### src/rtl/video_timing_pattern_gen.sv
// Raster timing generator with eight test patterns; 2 pix_clk latency from counters to pins.
// No backpressure: once enabled the raster free-runs and only stops on a frame boundary.
module video_timing_pattern_gen #(
  parameter int H_ACTIVE = 1920,
  parameter int H_FP     = 88,
  parameter int H_SYNC   = 44,
  parameter int H_BP     = 148,
  parameter int V_ACTIVE = 1080,
  parameter int V_FP     = 4,
  parameter int V_SYNC   = 5,
  parameter int V_BP     = 36,
  parameter bit HS_POL   = 1'b1,
  parameter bit VS_POL   = 1'b1,
  parameter int DW       = 16,
  parameter int BOX      = 128
) (
  input  logic          pix_clk,
  input  logic          pix_rstn,
  input  logic          enable,
  input  logic [3:0]    mode,
  input  logic [DW-1:0] solid,
  output logic          vid_de,
  output logic          vid_hs,
  output logic          vid_vs,
  output logic [DW-1:0] vid_data,
  output logic          sof,
  output logic [15:0]   frame_cnt,
  output logic          running
);

  localparam int H_TOT  = H_ACTIVE + H_FP + H_SYNC + H_BP;
  localparam int V_TOT  = V_ACTIVE + V_FP + V_SYNC + V_BP;
  localparam int HW     = $clog2(H_TOT);
  localparam int VW     = $clog2(V_TOT);
  localparam int HS_BEG = H_ACTIVE + H_FP;
  localparam int HS_END = HS_BEG + H_SYNC;
  localparam int VS_BEG = V_ACTIVE + V_FP;
  localparam int VS_END = VS_BEG + V_SYNC;

  typedef enum logic [1:0] {IDLE, RUN, DRAIN} state_t;
  state_t state, state_nxt;

  logic [HW-1:0] hcnt;
  logic [VW-1:0] vcnt;
  logic          cnt_vld, line_end, frame_end, frame_start;
  logic [3:0]    mode_q, mode_cur;
  logic [HW-1:0] bx;
  logic [VW-1:0] by;
  logic          bx_neg, by_neg, bx_neg_nxt, by_neg_nxt;

  assign cnt_vld     = (state != IDLE);
  assign line_end    = (32'(hcnt) == H_TOT - 1);
  assign frame_end   = cnt_vld && line_end && (32'(vcnt) == V_TOT - 1);
  assign frame_start = cnt_vld && (hcnt == '0) && (vcnt == '0);
  assign running     = cnt_vld;
  assign mode_cur    = frame_start ? mode : mode_q;

  // Dropping enable on the very last cycle skips DRAIN so no extra frame starts.
  always_comb begin
    state_nxt = state;
    case (state)
      IDLE:    if (enable) state_nxt = RUN;
      RUN:     if (!enable) state_nxt = frame_end ? IDLE : DRAIN;
      DRAIN: begin
        if (enable)         state_nxt = RUN;
        else if (frame_end) state_nxt = IDLE;
      end
      default: state_nxt = IDLE;
    endcase
  end

  always_ff @(posedge pix_clk or negedge pix_rstn) begin
    if (!pix_rstn) state <= IDLE;
    else           state <= state_nxt;
  end

  // Counters sit at (0,0) whenever idle because frames always end on a wrap.
  always_ff @(posedge pix_clk or negedge pix_rstn) begin
    if (!pix_rstn) begin
      hcnt <= '0;
      vcnt <= '0;
    end else if (cnt_vld) begin
      if (line_end) begin
        hcnt <= '0;
        vcnt <= frame_end ? '0 : vcnt + 1'b1;
      end else begin
        hcnt <= hcnt + 1'b1;
      end
    end
  end

  always_ff @(posedge pix_clk or negedge pix_rstn) begin
    if (!pix_rstn)        mode_q <= 4'd0;
    else if (frame_start) mode_q <= mode;
  end

  always_comb begin
    bx_neg_nxt = bx_neg;
    if (!bx_neg && (32'(bx) + BOX == H_ACTIVE)) bx_neg_nxt = 1'b1;
    else if (bx_neg && (bx == '0))              bx_neg_nxt = 1'b0;
    by_neg_nxt = by_neg;
    if (!by_neg && (32'(by) + BOX == V_ACTIVE)) by_neg_nxt = 1'b1;
    else if (by_neg && (by == '0))              by_neg_nxt = 1'b0;
  end

  always_ff @(posedge pix_clk or negedge pix_rstn) begin
    if (!pix_rstn) begin
      bx     <= '0;
      by     <= '0;
      bx_neg <= 1'b0;
      by_neg <= 1'b0;
    end else if (frame_end) begin
      bx     <= bx_neg_nxt ? bx - 1'b1 : bx + 1'b1;
      by     <= by_neg_nxt ? by - 1'b1 : by + 1'b1;
      bx_neg <= bx_neg_nxt;
      by_neg <= by_neg_nxt;
    end
  end

  logic [8:0]    hx, vx;
  logic [2:0]    bar;
  logic          in_box, d_de, d_hs, d_vs, d_sof;
  logic [7:0]    luma;
  logic [DW-1:0] pix;

  always_comb begin
    hx    = 9'(hcnt);
    vx    = 9'(vcnt);
    d_de  = cnt_vld && (32'(hcnt) < H_ACTIVE) && (32'(vcnt) < V_ACTIVE);
    d_hs  = cnt_vld && (32'(hcnt) >= HS_BEG) && (32'(hcnt) < HS_END);
    d_vs  = cnt_vld && (32'(vcnt) >= VS_BEG) && (32'(vcnt) < VS_END);
    d_sof = frame_start;
    // Bar index = number of bar edges already passed; avoids a real divider.
    bar = 3'd0;
    for (int k = 1; k < 8; k++) begin
      if (32'(hcnt) * 8 >= k * H_ACTIVE) bar = bar + 3'd1;
    end
    in_box = (32'(hcnt) >= 32'(bx)) && (32'(hcnt) < 32'(bx) + BOX) &&
             (32'(vcnt) >= 32'(by)) && (32'(vcnt) < 32'(by) + BOX);
    case (mode_cur)
      4'd0:    luma = hx[7:0];
      4'd1:    luma = vx[7:0];
      4'd2:    luma = hx[8:1];
      4'd3:    luma = vx[8:1];
      4'd4:    luma = 8'hFF - {bar, 5'd0};
      4'd6:    luma = in_box ? 8'hFF : 8'h10;
      4'd7:    luma = {8{hx[5] ^ vx[5]}};
      default: luma = 8'h00;
    endcase
    if (DW == 24) pix = DW'({luma, luma, luma});
    else          pix = DW'({8'h80, luma});
    if (mode_cur == 4'd5) pix = solid;
    if (!d_de)            pix = '0;
  end

  logic          s1_de, s1_hs, s1_vs, s1_sof;
  logic [DW-1:0] s1_data;

  always_ff @(posedge pix_clk or negedge pix_rstn) begin
    if (!pix_rstn) begin
      s1_de   <= 1'b0;
      s1_hs   <= 1'b0;
      s1_vs   <= 1'b0;
      s1_sof  <= 1'b0;
      s1_data <= '0;
    end else begin
      s1_de   <= d_de;
      s1_hs   <= d_hs;
      s1_vs   <= d_vs;
      s1_sof  <= d_sof;
      s1_data <= pix;
    end
  end

  always_ff @(posedge pix_clk or negedge pix_rstn) begin
    if (!pix_rstn) begin
      vid_de    <= 1'b0;
      vid_hs    <= ~HS_POL;
      vid_vs    <= ~VS_POL;
      vid_data  <= '0;
      sof       <= 1'b0;
      frame_cnt <= 16'd0;
    end else begin
      vid_de   <= s1_de;
      vid_hs   <= s1_hs ? HS_POL : ~HS_POL;
      vid_vs   <= s1_vs ? VS_POL : ~VS_POL;
      vid_data <= s1_data;
      sof      <= s1_sof;
      if (s1_sof) frame_cnt <= frame_cnt + 16'd1;
    end
  end

endmodule

### config.mk
export PLATFORM = sky130hd
export DESIGN_NAME = video_timing_pattern_gen
export DESIGN_NICKNAME = d
export VERILOG_FILES = /design/src/rtl/video_timing_pattern_gen.sv
export SDC_FILE = /design/constraint.sdc
export NUM_CORES = 1
export LEC_CHECK = 0
export CORE_MARGIN = 2
export CORE_UTILIZATION = 29
export CTS_BUF_LIST = sky130_fd_sc_hd__clkbuf_4 sky130_fd_sc_hd__clkbuf_8 sky130_fd_sc_hd__clkbuf_16
export DETAILED_ROUTE_END_ITERATION = 7
export SLEW_MARGIN = 10
export SYNTH_ARGS = -nofsm -noshare
export SYNTH_HDL_FRONTEND = slang
export SYNTH_SLANG_ARGS = --single-unit
### constraint.sdc
create_clock -name pix_clk -period 4.4 [get_ports pix_clk]
set_input_delay 0.66 -clock pix_clk [delete_from_list [all_inputs] [get_ports pix_clk]]
set_output_delay 0.66 -clock pix_clk [all_outputs]
set_load 0.01 [all_outputs]
* Yosys cells after proc, flatten, opt, wreduce, memory -nomap -nowiden
Cells that the tools add are included.
Cells by class: eq/ne operators 16, muxes and demuxes 28, reductions and logical operators 28, $lt $le $gt $ge 17, bitwise operators 1, $add $sub $neg 16
Operator list (count):
- 32-bit by 11-bit equality test with 1-bit output, second input constant | 2
- 8-bit case mux with 7 select lines | 1
- 15-bit by 14-bit >= comparator with 1-bit output, second input constant | 3
- 16-bit two-way mux | 2
- 15-bit by 13-bit >= comparator with 1-bit output, second input constant | 2
- 12-bit by 1-bit adder with 12-bit output, second input constant | 2
- 12-bit zero test | 2
- 12-bit two-way mux | 2
- 11-bit by 1-bit adder with 11-bit output, second input constant | 2
- 11-bit zero test | 2
- 11-bit < comparator, second input constant | 2
- 11-bit two-way mux | 2
- 3-bit by 1-bit adder with 3-bit output, second input constant | 6
- 3-bit two-way mux | 6
- 1-bit logical AND | 17
- 16-bit by 1-bit adder with 16-bit output, second input constant | 1
- 4-bit by 3-bit equality test with 1-bit output, second input constant | 4
- 15-bit by 11-bit >= comparator with 1-bit output, second input constant | 1
- 15-bit by 12-bit >= comparator with 1-bit output, second input constant | 1
- 12-bit by 8-bit adder with 13-bit output, second input constant | 1
- 12-bit by 13-bit < comparator with 1-bit output | 1
- 11-bit by 8-bit adder with 12-bit output, second input constant | 1
- 12-bit equality test, second input constant | 1
- 12-bit by 11-bit >= comparator with 1-bit output, second input constant | 1
- other kinds (28) | 41
Word-level totals: input bits 23, flip-flop bits (word level) 110

* Longest topological paths before layout
depth in word-level cells 18, mapped depth 19, mapped depth without buffers 17

* Least setup slack after synthesis
OpenSTA, ideal clock, no wires.
path type register to register, start register hcnt[11], end register s1_data[6], arrival 4123 ps, cell stages (with the launch flop) 18, required time 4315 ps, slack 192 ps, clock period less this slack 4208 ps, cell sequence dfrtp_1 > clkbuf_1 > nor2_1 > and3b_1 > inv_1 > ha_1 > buf_1 > xor2_1 > ha_1 > a32o_1 > a221o_1 > ha_1 > nand2b_1 > o21a_1 > ha_1 > mux2_2 > o221a_2 > a31oi_1
Between the ends: longest elaborated chain between the ends 18, elaborated cells between the ends (all ways) 45, those cells by class 7 x add/sub; 10 x order compare; 7 x eq/ne; 12 x mux; 9 x reduce/logical
Ends and longest elaborated chain:
- start, declared | line 43 | logic [HW-1:0] hcnt;
- start signal, assigned | line 87 | hcnt <= hcnt + 1'b1;
- 15-bit by 11-bit >= comparator with 1-bit output | line 136 | if (32'(hcnt) * 8 >= k * H_ACTIVE) bar = bar + 3'd1;
- 1-bit two-way mux | line 136
- 3-bit by 1-bit adder with 3-bit output | line 136
- 3-bit two-way mux | line 136
- 3-bit by 1-bit adder with 3-bit output | line 136
- 3-bit two-way mux | line 136
- 3-bit by 1-bit adder with 3-bit output | line 136
- 3-bit two-way mux | line 136
- [3 not listed]
- 3-bit two-way mux | line 136
- 3-bit by 1-bit adder with 3-bit output | line 136
- 3-bit two-way mux | line 136
- 8-bit subtractor | line 145 | 4'd4: luma = 8'hFF - {bar, 5'd0};
- 8-bit case mux with 7 select lines | line 140 | case (mode_cur)
- 16-bit two-way mux | line 152 | if (mode_cur == 4'd5) pix = solid;
- 16-bit two-way mux (*) | line 153 | if (!d_de) pix = '0;
- named net pix[6] | line 124 | logic [DW-1:0] pix;
- end signal, assigned | line 171 | s1_data <= pix;
- end, declared | line 157 | logic [DW-1:0] s1_data;
The timed path passes the listed nets; every way through them passes the cells marked *. A chain may end at the register's enable or synchronous reset.

* Worst setup path after layout
start register hcnt[10], end register s1_data[6]
The elaborated chain is that of the path after synthesis.

==> summary.txt <==
Outcome
  • Status: completed

Placed design
  • Routability Congestion: 0.816
  • IO Port Bufs: 59
  • Placed cells: 1,129
  • Post-DP HPWL: 12,400 um

Drt
  • Post-route DRC violation count: 0
  • WL final: 16,700 um
  • Detailed Routing Iterations Pass 1: 5
  • Wire length per cell: 14.6 um
  • Via count: 5,767
  • Initial DRC count: 376
  • Post-route ant nets: 0
  • Vias/cell: 5.04

Clock network
  • Setup Fix Bufs, Post-CTS: 0
  • CTS tree: yes
  • Htree depth: 3
  • CTS Buf Count: 9
  • CTS Buffer Depth: 2
  • Clock-pin slew on the worst setup and hold paths: 80 ps
  • Clk_lat worst skew: 360 ps
  • CTS root buffer: clkbuf_16
  • CTS sink count: 110

Timing
  • Final setup fails: 0
  • RSZ-0062 raised after global routing: false
  • Clock skew: 5.68 ps
  • Period minus WS final: 3900 ps
  • Final hold slack: 305 ps
  • TNS Setup: 0 ps
  • Fmax: 0.256 GHz
  • Max-slew violation total from the final report: 0
  • Final hold vios: 0
  • Relative max-transition margin: 43.1%
  • Fin crit share: 88.6%
  • Slew @ Worst Pin: 837 ps

Cells and area
  • Footprint of the multi-input gates: 0.00410 mm^2
  • Nets: 904
  • Register area: 0.00275 mm^2
  • Fill cells: 2,468
  • Non-filler cells, final: 1,145
  • Area grow syn2layout: 17.7%
  • Util after Layout: 34.7%
  • Share of post-route cells with drive strength above 1: 7.19%
  • Antenna Diode Count: 0

Worst setup path
  • Reg-to-reg endpoint: s1_data[6]$_DFF_PN0_
  • Startpoint Class: flip-flop
  • Crit path DAT: 4180 ps
  • Worst reg2reg setup slack: 500 ps
  • Reg2Reg Depth: 16
  • Crit Path Max Fanout: 9
  • Crit Path Category: reg -> reg
  • CP Capture Type: flip-flop
  • Crit path required time: 4680 ps
  • Crit Reg-Reg Startpoint: hcnt[10]$_DFFE_PN0N_

Power and ir drop
  • Total power: 2970 uW
  • Peak VDD IR: 185 uV
  • Cell Pwr Density: 353 mW/mm^2
  • Pleak: 0.00372 uW

Floorplanning
  • Die Y: 161 um
  • Starting density of the core: 29.5%
  • Area of the core: 0.0242 mm^2
  • # IOs: 60
  • Row cnt: 57
  • Die X: 161 um
  • Die area: 0.0260 mm^2

Global route
  • Number of global-route vias before repair: 5,465
  • Pin count of the biggest net entering global routing: 49
  • Initial antenna violation count: 0
  • Total Routing Usage GR: 13.3%
  • Grt ovf: 0
  • First-pass GRT wire length: 28,400 um

Synthesis
  • Post-Synthesis Cells: 759
  • Synth warnings: 0
  • Library cell with the highest instance count after synthesis: dfrtp_1
  • Cell taking the most area after synthesis: dfrtp_1
  • Post-Syn Area: 0.00716 mm^2
  • Top post-synthesis cells by area: dfrtp_1 38%, ha_1 11%, xnor2_1 4.7%, nand2_1 3.5%, o21ai_0 3.3%
  • Top cell type's share of synthesized area: 38.5%
  • Synthesized flop and latch total: 110
  • Syn Area/Cell: 9.43 um^2
  • FFs w/ async S/R, synth: 100%
  • Sequential share of the synthesized area: 38.5%
  • Mapped Nets: 847
  • Synth unique cells: 77
  • Post-synth EDFFs: 0
  • Commonest cells post-synth: 110 x dfrtp_1, 67 x nand2_1, 63 x ha_1, 52 x nor2_1, 47 x o21ai_0
  • Primary FF master, synth: dfrtp_1

Hold path
  • HP Class: in -> async

Flow run
  • Max_cap viols: 0
## state kept, by name, indices dropped and copies added, names as in the netlist, 2 cells and up
name,count
frame_cnt,16
s1_data,16
vid_data,16
bx,12
hcnt,12
by,11
vcnt,11
mode_q,4
state,2
## per-layer routing
metal	share of wire, %	GRT usage (%)	up-vias
met2	44	20.3	132
li1	-	-	2862
met5	0	0	-
met3	4.8	2.95	14
met1	50	19.5	2759
met4	1.1	2.64	0
## where the power goes
group          switching, uW  total [uW]  internal, uW
sequential               155        1300          1150
combinational            447         843           396
clock                    419         824           405
## area by class of cell
cell class | instances | share of cell area [%]
flip-flops and latches | 110 | 32.7
inverters | 44 | 1.96
multi-input cells | 577 | 48.7
clock buffers | 9 | 2.67
well taps | 324 | 4.81
clock inverters | 7 | 0.862
repair buffers | 74 | 8.32
## worst max-delay path: stages (launching register included)
cell and delay, ps:
dfrtp_1 500, nor2_1 170, and3b_1 240, inv_1 60, ha_1 320, xor2_1 170, ha_1 270, a32o_1 150
o21ai_0 90, a221o_1 360, ha_1 290, nand2b_1 150, o21a_1 120, ha_1 270, mux2_2 260, o221a_2 240
a31oi_1 150
## how the worst max path moves through the flow
stage | slack, ps | from | end | depth (start not counted)
6_report | 500 | hcnt[10]$_DFFE_PN0N_ | s1_data[6]$_DFF_PN0_ | 16
5_1_grt | 230 | bx[7]$_DFFE_PN0P_ | bx[11]$_DFFE_PN0P_ | 12
4_1_cts | 470 | bx[7]$_DFFE_PN0P_ | bx[11]$_DFFE_PN0P_ | 12
3_5_place_dp | 490 | bx[7]$_DFFE_PN0P_ | bx[11]$_DFFE_PN0P_ | 12
3_3_place_gp | 580 | hcnt[10]$_DFFE_PN0N_ | s1_data[6]$_DFF_PN0_ | 15
2_1_floorplan | 190 | hcnt[11]$_DFFE_PN0N_ | s1_data[6]$_DFF_PN0_ | 17
## repair_timing
item / CTS / global route
endpoints found under the setup margin: 0 / 1
gates resized for setup: 0 / 1
hold buffers: 0 / 0
## kinds of logic (layout without fill, tap and decap cells)
logic type                 count (synthesis)  in the layout  synth area share [%]
AOI/OAI and AO/OA                        166            166                  15.5
xor gates and xnor gates                  60             60                  7.54
adders and majority gates                 65             65                  11.6
buffers and inverters                     72            134                  4.34
DFF                                      110            110                  38.5
muxes                                     23             23                  3.43
and+or+nand+nor                          263            263                  19.2
## placed cells by master (no fill, tap or decap), types with 16 or more instances in the layout
master	instances
o21ai_0	47
and3_1	19
clkdlybuf4s50_1	58
nand3_1	25
dfrtp_1	110
inv_1	43
nand2_1	67
xor2_1	21
xnor2_1	38
a21oi_1	36
buf_4	16
nand4_1	24
nor2_1	52
ha_1	63
nor3_1	17
## stage by stage
step	cell area [um^2]	worst slack [ps]
2_1_floorplan	7160	192
3_3_place_gp	8120	576
3_5_place_dp	8120	492
4_1_cts	8420	470
5_1_grt	8420	226
6_report	8420	499
Power figures use the tool's default switching activity.
